### src/rtl/alu_arbiter.sv
// Two-requester front end for a single shared combinational ALU.
// Grants one operation at a time, registers operands, captures the result and holds it until the consumer takes it.
module alu_arbiter #(
    parameter logic FIXED_PRIO = 1'b0
) (
    input  logic        clk,
    input  logic        rst_n,
    input  logic        req0_valid,
    output logic        req0_ready,
    input  logic [31:0] req0_a,
    input  logic [31:0] req0_b,
    input  logic [3:0]  req0_op,
    input  logic        req1_valid,
    output logic        req1_ready,
    input  logic [31:0] req1_a,
    input  logic [31:0] req1_b,
    input  logic [3:0]  req1_op,
    output logic [31:0] alu_a,
    output logic [31:0] alu_b,
    output logic [3:0]  alu_control,
    input  logic [31:0] alu_result,
    input  logic        alu_zero,
    input  logic        alu_carry,
    output logic        rsp_valid,
    input  logic        rsp_ready,
    output logic        rsp_id,
    output logic [31:0] rsp_data,
    output logic        rsp_zero,
    output logic        rsp_carry,
    output logic        busy,
    output logic [15:0] op_count,
    output logic [1:0]  dbg_state
);

    // Handshakes: a requester transfers when reqN_valid & reqN_ready; the result
    // transfers when rsp_valid & rsp_ready. Valid never waits on ready.
    typedef enum logic [1:0] {
        IDLE = 2'd0,
        EXEC = 2'd1,
        RESP = 2'd2
    } state_e;

    state_e      state_q, state_d;
    logic [31:0] op_a_q, op_a_d;
    logic [31:0] op_b_q, op_b_d;
    logic [3:0]  op_ctrl_q, op_ctrl_d;
    logic        last_grant_q, last_grant_d;
    logic        rsp_id_q, rsp_id_d;
    logic [31:0] rsp_data_q, rsp_data_d;
    logic        rsp_zero_q, rsp_zero_d;
    logic        rsp_carry_q, rsp_carry_d;
    logic [15:0] op_count_q, op_count_d;

    logic accept_window;
    logic tie_grant;
    logic grant_id;
    logic accept;

    // A new request may be taken while idle, or in the same cycle the pending result leaves.
    always_comb begin
        accept_window = rst_n && ((state_q == IDLE) || ((state_q == RESP) && rsp_ready));
        tie_grant     = FIXED_PRIO ? 1'b0 : ~last_grant_q;
        grant_id      = req0_valid ? (req1_valid ? tie_grant : 1'b0) : 1'b1;
        accept        = accept_window && (req0_valid || req1_valid);
        req0_ready    = accept && !grant_id;
        req1_ready    = accept && grant_id;
    end

    always_comb begin
        state_d      = state_q;
        op_a_d       = op_a_q;
        op_b_d       = op_b_q;
        op_ctrl_d    = op_ctrl_q;
        last_grant_d = last_grant_q;
        rsp_id_d     = rsp_id_q;
        rsp_data_d   = rsp_data_q;
        rsp_zero_d   = rsp_zero_q;
        rsp_carry_d  = rsp_carry_q;
        op_count_d   = op_count_q;

        if (accept) begin
            op_a_d       = grant_id ? req1_a  : req0_a;
            op_b_d       = grant_id ? req1_b  : req0_b;
            op_ctrl_d    = grant_id ? req1_op : req0_op;
            last_grant_d = grant_id;
            rsp_id_d     = grant_id;
        end

        case (state_q)
            IDLE: begin
                if (accept) state_d = EXEC;
            end
            EXEC: begin
                rsp_data_d  = alu_result;
                rsp_zero_d  = alu_zero;
                rsp_carry_d = alu_carry;
                state_d     = RESP;
            end
            RESP: begin
                if (rsp_ready) begin
                    op_count_d = op_count_q + 16'd1;
                    state_d    = accept ? EXEC : IDLE;
                end
            end
            default: state_d = IDLE;
        endcase
    end

    always_ff @(posedge clk or negedge rst_n) begin
        if (!rst_n) begin
            state_q      <= IDLE;
            op_a_q       <= '0;
            op_b_q       <= '0;
            op_ctrl_q    <= '0;
            last_grant_q <= 1'b1;
            rsp_id_q     <= 1'b0;
            rsp_data_q   <= '0;
            rsp_zero_q   <= 1'b0;
            rsp_carry_q  <= 1'b0;
            op_count_q   <= '0;
        end else begin
            state_q      <= state_d;
            op_a_q       <= op_a_d;
            op_b_q       <= op_b_d;
            op_ctrl_q    <= op_ctrl_d;
            last_grant_q <= last_grant_d;
            rsp_id_q     <= rsp_id_d;
            rsp_data_q   <= rsp_data_d;
            rsp_zero_q   <= rsp_zero_d;
            rsp_carry_q  <= rsp_carry_d;
            op_count_q   <= op_count_d;
        end
    end

    assign alu_a       = op_a_q;
    assign alu_b       = op_b_q;
    assign alu_control = op_ctrl_q;
    assign rsp_valid   = (state_q == RESP);
    assign rsp_id      = rsp_id_q;
    assign rsp_data    = rsp_data_q;
    assign rsp_zero    = rsp_zero_q;
    assign rsp_carry   = rsp_carry_q;
    assign busy        = (state_q != IDLE);
    assign op_count    = op_count_q;
    assign dbg_state   = state_q;

endmodule

### config.mk
export PLATFORM = sky130hd
export DESIGN_NAME = alu_arbiter
export DESIGN_NICKNAME = d
export VERILOG_FILES = /design/src/rtl/alu_arbiter.sv
export SDC_FILE = /design/constraint.sdc
export NUM_CORES = 1
export LEC_CHECK = 0
export BUFFER_PORTS_ARGS = -buffer_cell sky130_fd_sc_hd__clkbuf_2
export CORE_ASPECT_RATIO = 1.25
export CORE_MARGIN = 8
export CORE_UTILIZATION = 47
export CTS_CLUSTER_SIZE = 8
export DETAILED_ROUTE_END_ITERATION = 6
export GPL_TIMING_DRIVEN = 0
export HOLD_SLACK_MARGIN = 0.03
export PLACE_DENSITY = 0.91
export SLEW_MARGIN = 0
export SYNTH_ARGS = -nofsm -noshare
export SYNTH_HDL_FRONTEND = slang
export SYNTH_SLANG_ARGS = --single-unit
### constraint.sdc
create_clock -name clk -period 3.01 [get_ports clk]
set_input_delay 0.1505 -clock clk [delete_from_list [all_inputs] [get_ports clk]]
set_output_delay 0.1505 -clock clk [all_outputs]
set_load 0.1 [all_outputs]
==> summary.txt, run 1 <==
Yosys
  • Syn Nets: 557
  • Flop and latch count out of synthesis: 122
  • Unique masters post-synth: 33
  • Top-count cell post-synth: dfrtp_1
  • Top post-synthesis cells by area: dfrtp_1 59%, a221o_1 13%, and2_1 8.3%, mux2_2 7.7%, xnor2_1 1.7%
  • Post-synthesis cell area: 5110 um^2
  • Mean post-synth cell area: 13.4 um^2
  • YS warnings: 0
  • Top-area cell type share of the netlist area: 59.2%
  • Synth cell count leaders: 121 x dfrtp_1, 68 x a221o_1, 68 x and2_1
  • Leading area contributor after synthesis: dfrtp_1
  • Sequential-to-total area share from yosys stat: 59.7%
  • Ys flop type: dfrtp_1
  • EDFF count, synth: 0
  • Share of async-settable or async-resettable flops after synthesis: 100%
  • Post-Syn Instances: 381

Power and ir drop
  • Maximum vdd drop: 0.000635 V
  • Lkg Pwr: 0.00428 uW
  • Pwr dens: 1120 nW/um^2
  • Final Total Pwr: 9410 uW

Status
  • Failing checks: negative hold slack
  • Status: complete, but fails checks

Global routing
  • Initial antenna violation count: 2
  • GRT overflow: 0
  • Total GRT Usage: 29.7%
  • Largest net degree at the start of global routing: 124
  • Global-route wire length before repair: 32800 um
  • Number of global-route vias before repair: 6070

Clock network
  • Resize count post-CTS: 0
  • Hold buffers post-CTS: 102
  • Worst-Skew Late Latency: 0.40 ns
  • Clock transition at the registers of the reported paths: 0.05 ns
  • Inserted Clock Buffers: 17
  • Sink Count: 122
  • Max clock buf depth: 2
  • CTS tree: done
  • Post-CTS Setup Inserts: 0
  • H-Tree Depth: 4
  • Root buf cell: clkbuf_16

Die
  • Die Y-Extent: 133 um
  • Num rows: 42
  • Die width: 109 um
  • Initial core utilization: 48.2%
  • Die footprint: 14500 um^2
  • Core region area: 10600 um^2
  • Top Ports: 300

Finish
  • Share of cells above drive strength 1: 46.9%
  • Multi-input gate area: 1910 um^2
  • P&R area growth vs syn: 63.7%
  • Nets: 977
  • Seq. cell area: 3050 um^2
  • Post-route cell area: 8370 um^2
  • Fill cell count: 613

Placement
  • Pre-CTS setup slack: 0.293 ns
  • Placed cell areas: 6790 um^2
  • Post-DP HPWL: 13100 um
  • Port bufs: 299
  • Global placement routability congestion: 0.836

Drt
  • Post-route ant nets: 0
  • DR WL met2: 11100 um
  • WL final: 21700 um
  • DR vias: 5254
  • Initial DRC Count: 229
  • Routed len/inst: 22.9 um
  • DR pass1 iterations: 5
  • Vias per std cell: 5.55
  • Drt drc: 0
  • WL met3: 2000 um
  • Top routing layer in use: met4
  • Wire length on met1: 7370 um

STA
  • RSZ-0062 raised after global routing: no
  • Worst hold margin: -0.121 ns
  • Worst-Margin Slew: 0.993 ns
  • Relative slew slack: 33.8%
  • Worst Skew: 0.00735 ns
  • Fin. max-slew vios: 0
  • Final setup fails: 0
  • Final WS setup: 0.381 ns
  • Final period util: 87.3%
  • Final min period: 2.63 ns
  • Peak Freq: 380 MHz
  • Hold Vio Cnt, Final: 93
  • Final TNS setup: 0 ns

Flow run
  • Max-cap viol count: 0

Critical path
  • CP max FO: 10
  • Worst Setup Start Kind: flip-flop
  • CP endpoint kind: output port
  • Crit Path Class: reg2out
  • CP required: 2.86 ns
  • Worst endpoint data arrival time: 2.48 ns

Worst hold path
  • HP Class: in2async
where the power goes:
group          internal (uW)  switching, uW
Clock                   1210            701
Combinational            879           4170
Sequential              2110            348
area by class of cell:
type,count,area share (%)
Antenna cell,3,0.0897
Buffer,26,1.44
Clock buffer,22,5.79
Clock inverter,8,0.837
Inverter,8,0.359
Multi-Input combinational cell,225,22.8
Sequential cell,122,36.5
Tap cell,132,1.97
Timing Repair Buffer,401,30.2
critical path: stages, from the launching register on:
cell and delay [ns]:
dfrtp_1 0.45, nand2b_4 0.19, a2111oi_4 0.66, buf_2 0.30, clkbuf_2 0.48
metal layers:
metal,vias to the layer above,global-route usage (%)
met1,2560,30.2
met2,352,51.1
met4,0,17.7
li1,2243,-
met5,-,0
met3,99,9.62
flip-flops by register name, indices dropped and copies added (netlist names):
register      flops
alu_b            32
rsp_data         32
alu_control       4
last_grant_q      1
rsp_carry         1
rsp_zero          1
rsp_id            1
dbg_state         2
op_count         16
alu_a            32
metrics by stage:
step                cells  util (%)
finish                947      78.8
global route          946      78.8
CTS                   944      78.8
detailed placement    812      63.9
global placement      812      63.8
floorplan             381         -
placed cells by master (no fill, tap or decap), types with 2 or more instances in the layout:
| cell | count |
|---|---|
| a21oi_1 | 2 |
| a221o_1 | 68 |
| and2_1 | 68 |
| and3_1 | 3 |
| and4_1 | 2 |
| buf_2 | 6 |
| buf_6 | 2 |
| clkbuf_1 | 19 |
| clkbuf_16 | 17 |
| clkbuf_2 | 298 |
| clkbuf_8 | 5 |
| clkinv_2 | 5 |
| clkinvlp_4 | 2 |
| dfrtp_1 | 121 |
| diode_2 | 3 |
| dlygate4sd3_1 | 102 |
| inv_1 | 8 |
| mux2_2 | 35 |
| nand2_1 | 7 |
| nand3_1 | 5 |
| nand3_2 | 2 |
| nor2_1 | 3 |
| nor3_1 | 2 |
| xnor2_1 | 10 |
| xor2_1 | 4 |
cells by family after synthesis:
logic type / count (synthesis) / share of synthesized area, %
DFF: 122 / 59.7
and+or+nand+nor: 101 / 12.4
AOI/OAI and AO/OA: 73 / 14.2
muxes: 35 / 7.71
buffers and inverters: 34 / 2.94
xor gates and xnor gates: 15 / 2.72
adders and majority gates: 1 / 0.245
path summary, 6_finish.rpt:
check,slack (ns),depth (start not counted),from,end
setup / recovery,0.38,4,dbg_state[0],req0_ready
hold / removal,-0.12,1,rst_n,rsp_data[18]
setup reg to reg,0.68,5,dbg_state[0],alu_b[24]
hold reg to reg,0.48,1,op_count[15],op_count[15]
max in group asynchronous,2.40,1,rst_n,alu_a[8]
min in group clk,0.05,3,req0_a[0],alu_a[0]
(Power assumes the default switching activity.)
==> run 2: changes to the inputs <==
- REMOVE_ABC_BUFFERS: unset -> 1
- SETUP_SLACK_MARGIN: unset -> 0.3
==> run 2 against run 1 <==
Against the previous run:
- the flow still finishes with violations (negative hold slack)
- largest cell class unchanged
- power is 1.0% higher
- critical path depth rose by 2
- combinational power is essentially flat
- setup slack improved by 0.13 ns
- critical endpoint is now alu_b[24]
- fmax rose by 5.0%
- die area is the same
- clock-buffer cell count is 2 higher
- sequential power is essentially flat
- global-route usage is 0.51 points lower
- first-iteration DRC count rose by 64%
- final cell count is 1.1% lower
- critical path type is now reg2reg
- core utilization rose by 0.83 points
==> summary.txt, run 2 (synthesis gave the netlist of run 1 again) <==
Global routing
  • Largest net degree at the start of global routing: 124 (unchanged)
  • GRT overflow: 0 (unchanged)
  • Met3 Track Usage GR: 9.96% (+0.34 points)
  • Number of global-route vias before repair: 5988 (-1.4%)
  • Initial antenna violation count: 8 (+6)
  • Met2 Track Usage GR: 49.2% (-1.9 points)
  • Busiest grt layer: met2
  • Total GRT Usage: 29.2% (-0.51 points)
  • Met1 Usage GRT: 29.6% (-0.60 points)
  • Global-route wire length before repair: 32300 um (-1.5%)

Clock network
  • Max clock buf depth: 2 (unchanged)
  • Hold buffers post-CTS: 108 (+5.9%)
  • Clock transition at the registers of the reported paths: 0.06 ns (about the same)
  • Inserted Clock Buffers: 17 (unchanged)
  • CTS tree: done
  • Root buf cell: clkbuf_16
  • Worst-Skew Late Latency: 0.41 ns (about the same)
  • H-Tree Depth: 4 (unchanged)
  • Sink Count: 122 (unchanged)

Finish
  • Post-route cell area: 8460 um^2 (+1.0%)
  • P&R area growth vs syn: 65.4%
  • Commonest non-fill, non-tap cells in the layout: 298 x clkbuf_2, 121 x dfrtp_1, 108 x dlygate4sd3_1, 68 x and2_1, 68 x a221o_1
  • Nets: 963 (-1.4%)
  • Leading cell type in the layout, fill and taps excluded: clkbuf_2
  • Share of cells above drive strength 1: 47.6% (+0.64 points)
  • Core Util, Final: 79.7% (+0.83 points)

Drt
  • Initial DRC Count: 375 (+64%)
  • DR vias: 5132 (-2.3%)
  • Vias per std cell: 5.48 (-1.3%)
  • Routed len/inst: 22.4 um (-2.3%)
  • Post-route ant nets: 0 (unchanged)
  • WL final: 21000 um (-3.3%)
  • DR pass1 iterations: 5 (unchanged)
  • Drt drc: 0 (unchanged)

STA
  • Relative slew slack: 32.6% (-1.2 points)
  • Fin. max-slew vios: 0 (unchanged)
  • Worst Skew: 0.00755 ns (+0.000206 ns)
  • Final min period: 2.50 ns (-0.126 ns)
  • Worst hold margin: -0.242 ns (-0.121 ns)
  • Final setup fails: 0 (unchanged)
  • Peak Freq: 400 MHz (+5.0%)
  • RSZ-0062 raised after global routing: no
  • Final WS setup: 0.507 ns (+0.126 ns)
  • Worst-Margin Slew: 1.01 ns (+0.0164 ns)
  • Hold Vio Cnt, Final: 121 (+30%)
  • Final period util: 83.2% (-4.2 points)

Critical path
  • Reg2reg path depth: 6 (+1)
  • Worst endpoint data arrival time: 2.79 ns (+0.31 ns)
  • Slowest stage cell, crit path: dlygate4sd3_1
  • CP max FO: 40 (+30)
  • CP required: 3.30 ns (+0.44 ns)
  • Reg2reg setup slack: 0.51 ns (-0.17 ns)
  • Worst Setup Start Kind: flip-flop
  • CP endpoint kind: flip-flop
  • R2r endpoint: alu_b[24]
  • Critical R2R Launch: dbg_state[0]
  • Slowest stage delay, CP: 0.57 ns (-0.09 ns)
  • Worst-path cell chain: nand2b_4 -> nor2_1 -> o21ai_4 -> buf_12 -> a221o_1 -> dlygate4sd3_1
  • Crit Path Class: reg2reg

Placement
  • Global placement routability congestion: 0.819 (-2.0%)
  • Post-DP HPWL: 12400 um (-5.4%)
  • Placed cell areas: 6740 um^2 (-0.70%)
  • Pre-CTS setup slack: 0.0864 ns (-0.206 ns)
  • Port bufs: 299 (unchanged)

Die
  • Die Y-Extent: 133 um (unchanged)
  • Top Ports: 300 (unchanged)
  • Die footprint: 14500 um^2 (unchanged)
  • Num rows: 42 (unchanged)
  • Core region area: 10600 um^2 (unchanged)
  • Initial core utilization: 48.2% (unchanged)
  • Die width: 109 um (unchanged)

Flow run
  • Max-cap viol count: 0 (unchanged)

Power and ir drop
  • Final Total Pwr: 9510 uW (+1.0%)
  • Maximum vdd drop: 0.000719 V (+13%)
  • Lkg Pwr: 0.00430 uW (+0.53%)
  • Pwr dens: 1120 nW/um^2 (about the same)

Status
  • Failing checks: negative hold slack
  • Status: complete, but fails checks

Worst hold path
  • HP Class: in2async
run 2: cell count changes in the layout (fill, tap and decap cells not counted), moves of 2 or more:
cell,change
clkbuf_1,-16
clkinv_2,-2
buf_2,-6
buf_12,+2
dlygate4sd3_1,+6
diode_2,+3
run 2: layer usage:
layer / up-vias / wire length (um)
met4: 4 / 1140
met5: - / 27
met1: 2455 / 7150
li1: 2224 / -
met2: 359 / 10600
met3: 90 / 2070
run 2: what timing repair did:
action / 4_1_cts / 5_1_grt
cloned: 1 / 0
setup endpoints to repair: 1 / 6
setup buffers: 1 / 0
hold endpoints to repair: 224 / 121
pin swaps: 1 / 0
gates resized for setup: 1 / 1
run 2: through the flow:
step / setup TNS, ns / std cells
2_1_floorplan: -52.10 / 355
3_3_place_gp: -174.87 / 786
3_5_place_dp: 0 / 790
4_1_cts: 0 / 931
5_1_grt: 0 / 937
6_report: 0 / 937
run 2: critical path: cells and delay by family (launching register included):
family	cells	cell delay [ns]
buffers and inverters	2	0.85
AOI/OAI and AO/OA	2	0.61
DFF	1	0.45
and+or+nand+nor	2	0.45
run 2: how the worst max path moves through the flow:
| stage | startpoint | to | slack, ns | depth (start not counted) |
|---|---|---|---|---|
| final | dbg_state[0] | alu_b[24] | 0.51 | 6 |
| after global routing | dbg_state[0] | alu_a[11] | 0.41 | 6 |
| after CTS | dbg_state[0] | req1_ready | 0.32 | 4 |
| after detailed placement | rst_n | req0_ready | 0.09 | 5 |
| after global placement | rst_n | alu_a[7] | -2.41 | 5 |
| after floorplan | dbg_state[0] | alu_a[0] | -0.73 | 4 |
run 2: where the power goes:
| part | switching [uW] | total, uW | leakage (uW) | internal (uW) |
|---|---|---|---|---|
| logic | 4150 | 5060 | 0.00251 | 904 |
| clock network | 703 | 2000 | 0.000282 | 1300 |
| registers | 347 | 2450 | 0.00150 | 2110 |
run 2: area by class of cell:
type / count / area [um^2]
fill: 573 / 2160
antenna: 6 / 15.0
multi-input combinational: 226 / 1940
timing repair buffer: 412 / 2670
sequential: 122 / 3050
clock inverter: 7 / 90.1
inverter: 8 / 30.0
clock buffer: 24 / 492
tap: 132 / 165
==> run 3: changes to the inputs <==
- ABC_AREA: unset -> 1
- CORE_UTILIZATION: 47 -> 40
- PLACE_DENSITY: 0.91 -> 0.83
- clock period: 3.01 -> 2.2 ns (I/O delays scaled with it)
==> run 3 against run 2 <==
Against the previous run:
- the flow still finishes with violations (negative hold slack)
- critical path depth did not move
- global-route usage decreased by 3.6 points
- sequential power is 38% higher
- final cell count grew 33%
- design area is 11% higher
- clock power up 44%
- combinational power grew 45%
- sequential share of layout area down 3.5 points
- setup slack lost 0.12 ns
- clock-buffer cell count shrank 6
- critical endpoint is now alu_b[30]
- largest power group unchanged
- highest routed layer unchanged
==> summary.txt, run 3 <==
Clock network
  • CTS tree: done
  • Inserted Clock Buffers: 17 (unchanged)
  • Max clock buf depth: 2 (unchanged)
  • Hold buffers post-CTS: 172 (+59%)
  • H-Tree Depth: 4 (unchanged)
  • Root buf cell: clkbuf_16
  • Sink Count: 122 (unchanged)
  • Clock transition at the registers of the reported paths: 0.06 ns (about the same)
  • Worst-Skew Late Latency: 0.40 ns (about the same)

Placement
  • Post-DP HPWL: 12300 um (-0.81%)
  • Placed cells: 1028 (+30%)
  • Placed cell areas: 6920 um^2 (+2.6%)
  • Global placement routability congestion: 0.813 (-0.74%)
  • Port bufs: 299 (unchanged)

Finish
  • Final cell count without fillers: 1245 (+33%)
  • Leading cell type in the layout, fill and taps excluded: clkbuf_2
  • Share of cells above drive strength 1: 36.4% (-11 points)
  • Commonest non-fill, non-tap cells in the layout: 296 x clkbuf_2, 259 x nand2_1, 172 x dlygate4sd3_1, 121 x dfrtp_1, 71 x nand3_1
  • P&R area growth vs syn: 77.2%
  • Nets: 1232 (+28%)
  • Post-route cell area: 9370 um^2 (+11%)

Die
  • Die width: 119 um (+8.7%)
  • Num rows: 47 (+12%)
  • Die Y-Extent: 145 um (+9.0%)
  • Core region area: 13100 um^2 (+23%)
  • Initial core utilization: 40.5% (-7.7 points)
  • Die footprint: 17200 um^2 (+18%)
  • Top Ports: 300 (unchanged)

Yosys
  • Ys flop type: dfrtp_1
  • Flop and latch count out of synthesis: 122 (unchanged)
  • Synth cell count leaders: 261 x nand2_1, 121 x dfrtp_1, 71 x nand3_1
  • Unique masters post-synth: 25 (-24%)
  • Top post-synthesis cells by area: dfrtp_1 57%, nand2_1 19%, mux2_2 7.2%, nand3_1 6.7%, nor2_1 1.5%
  • Share of async-settable or async-resettable flops after synthesis: 100% (unchanged)
  • Sequential-to-total area share from yosys stat: 57.8% (-2.0 points)
  • Mean post-synth cell area: 9.11 um^2 (-32%)
  • Post-Syn Instances: 580 (+52%)
  • Post-synthesis cell area: 5290 um^2 (+3.4%)
  • Top-count cell post-synth: nand2_1
  • Leading area contributor after synthesis: dfrtp_1
  • Top-area cell type share of the netlist area: 57.3% (-1.9 points)
  • YS warnings: 0 (unchanged)
  • EDFF count, synth: 0 (unchanged)

Drt
  • DR pass1 iterations: 5 (unchanged)
  • WL final: 23500 um (+12%)
  • Vias per std cell: 5.06 (-7.7%)
  • DR vias: 6296 (+23%)
  • Routed len/inst: 18.9 um (-16%)
  • Post-route ant nets: 0 (unchanged)
  • Initial DRC Count: 552 (+47%)
  • Drt drc: 0 (unchanged)

STA
  • Peak Freq: 552 MHz (+38%)
  • Final min period: 1.81 ns (-0.691 ns)
  • Fin. max-slew vios: 0 (unchanged)
  • Worst-Margin Slew: 0.792 ns (-0.218 ns)
  • RSZ-0062 raised after global routing: no
  • Final setup fails: 0 (unchanged)
  • Relative slew slack: 47.0% (+14 points)
  • Hold Vio Cnt, Final: 121 (unchanged)
  • Final TNS setup: 0 ns (unchanged)
  • Worst hold margin: -0.463 ns (-0.221 ns)
  • Final period util: 82.4% (-0.80 points)
  • Worst Skew: 0.0110 ns (+0.00346 ns)

Global routing
  • Total GRT Usage: 25.6% (-3.6 points)
  • Largest net degree at the start of global routing: 115 (-7.3%)
  • Initial antenna violation count: 5 (-3)
  • Global-route wire length before repair: 34400 um (+6.3%)
  • GRT overflow: 0 (unchanged)
  • Number of global-route vias before repair: 6760 (+13%)

Power and ir drop
  • Flop pwr share: 24.8% (-1.0 points)
  • Combinational Power Share: 54.1% (+0.9 points)
  • Pwr dens: 1450 nW/um^2 (+29%)
  • Lkg Pwr: 0.00484 uW (+13%)
  • Clock share of power: 21.1% (about the same)
  • Sw Share: 56.4% (+1.7 points)
  • Maximum vdd drop: 0.000964 V (+34%)
  • Pint: 5920 uW (+37%)
  • Psw: 7670 uW (+47%)

Critical path
  • Worst Setup Start Kind: flip-flop
  • CP top delay family: simple AND/OR/NAND/NOR gates
  • CP endpoint kind: flip-flop
  • CP required: 2.52 ns (-0.78 ns)
  • Crit Path Class: reg2reg
  • Worst-path cell chain: inv_1 -> nand2_1 -> nand2_2 -> nor2_2 -> nand2_1 -> nand3_1
  • Worst endpoint data arrival time: 2.13 ns (-0.66 ns)
  • CP Buf/Inv Count: 1 (-1)
  • CP max FO: 16 (-60%)
  • Most frequent CP cell: nand2_1
  • Slowest stage cell, crit path: nor2_2
  • Slowest stage delay, CP: 0.63 ns (+0.06 ns)

Worst hold path
  • HP Class: in2async

Status
  • Status: complete, but fails checks
  • Failing checks: negative hold slack

Flow run
  • Max-cap viol count: 0 (unchanged)
-- run 3: changes by cell type in the layout (fill, tap and decap cells not counted), sizes merged, moves of 3 or more --
cell,previous run,this run
dlygate4sd3,108,172
xnor2,11,3
inv,8,22
and2,68,0
nand2,7,263
and3,3,0
buf,5,9
nor2,3,25
clkbuf,323,315
a221o,68,0
nand3,7,73
clkinv,3,7
o21ai,2,8
-- run 3: cells by family after synthesis --
kind of cell	after synthesis	share of synthesized area, %
multiplexers	34	7.24
flip-flops	122	57.8
buffers and inverters	43	3.95
adder cells (fa/ha/maj)	1	0.237
AND/OR/NAND/NOR	365	28.9
XOR/XNOR	7	1.16
AO/OA/AOI/OAI	8	0.757
-- run 3: stage by stage --
stage          power [uW]  setup WS, ns  utilization [%]
6_report            13600         0.388             71.8
5_1_grt             14000         0.325             71.7
4_1_cts             13400        0.0346             71.1
3_5_place_dp        10300        -0.587             53.0
3_3_place_gp        10200         -2.51             52.5
2_1_floorplan        8970        -0.355                -
-- run 3: worst paths after layout --
path	from	end	slack, ns	cells after the start
max	last_grant_q	alu_b[30]	0.39	6
max reg2reg	last_grant_q	alu_b[30]	0.39	6
min reg2reg	rsp_id	rsp_id	0.48	2
max in group asynchronous	rst_n	alu_a[6]	1.88	2
min	rst_n	op_count[6]	-0.46	1
min in group clk	req0_valid	dbg_state[0]	0.10	3
-- run 3: repair_timing --
action,4_1_cts,5_1_grt
setup buffers,1,4
endpoints found under the setup margin,105,71
pin swaps,1,3
resized for setup,6,9
gates cloned,1,2
endpoints found under the hold margin,225,121
-- run 3: power by group through the flow --
stage / combinational, uW / sequential (uW) / clock, uW
6_report: 7350 / 3370 / 2870
5_1_grt: 7550 / 3430 / 2990
4_1_cts: 7210 / 3300 / 2920
3_5_place_dp: 6950 / 3330 / 0
3_3_place_gp: 6870 / 3300 / 0
2_1_floorplan: 878 / 8090 / 0
-- run 3: per-layer routing --
| layer | part of all wire [%] | track usage [%] | vias to the layer above |
|---|---|---|---|
| met4 | 5.9 | 17.2 | 4 |
| met5 | 0.11 | 0 | - |
| li1 | - | - | 2812 |
| met3 | 10 | 9.02 | 125 |
| met2 | 50 | 45.2 | 450 |
| met1 | 33 | 24.9 | 2905 |
-- run 3: worst reg2reg max path: cells and delay by family, from the launching register on --
| family | cells | cell delay (ns) |
|---|---|---|
| simple gates | 5 | 1.18 |
| buf+inv | 1 | 0.04 |
| flops | 1 | 0.51 |
-- run 3: cell type report --
cell class	instances	area (um^2)
Fill cell	882	3690
Timing Repair Buffer	478	3330
Sequential cell	122	3050
Multi-Input combinational cell	416	2040
Clock buffer	18	439
Tap cell	171	214
Clock inverter	14	171
Inverter	19	86.3
Timing Repair inverter	2	17.5
Antenna cell	5	12.5
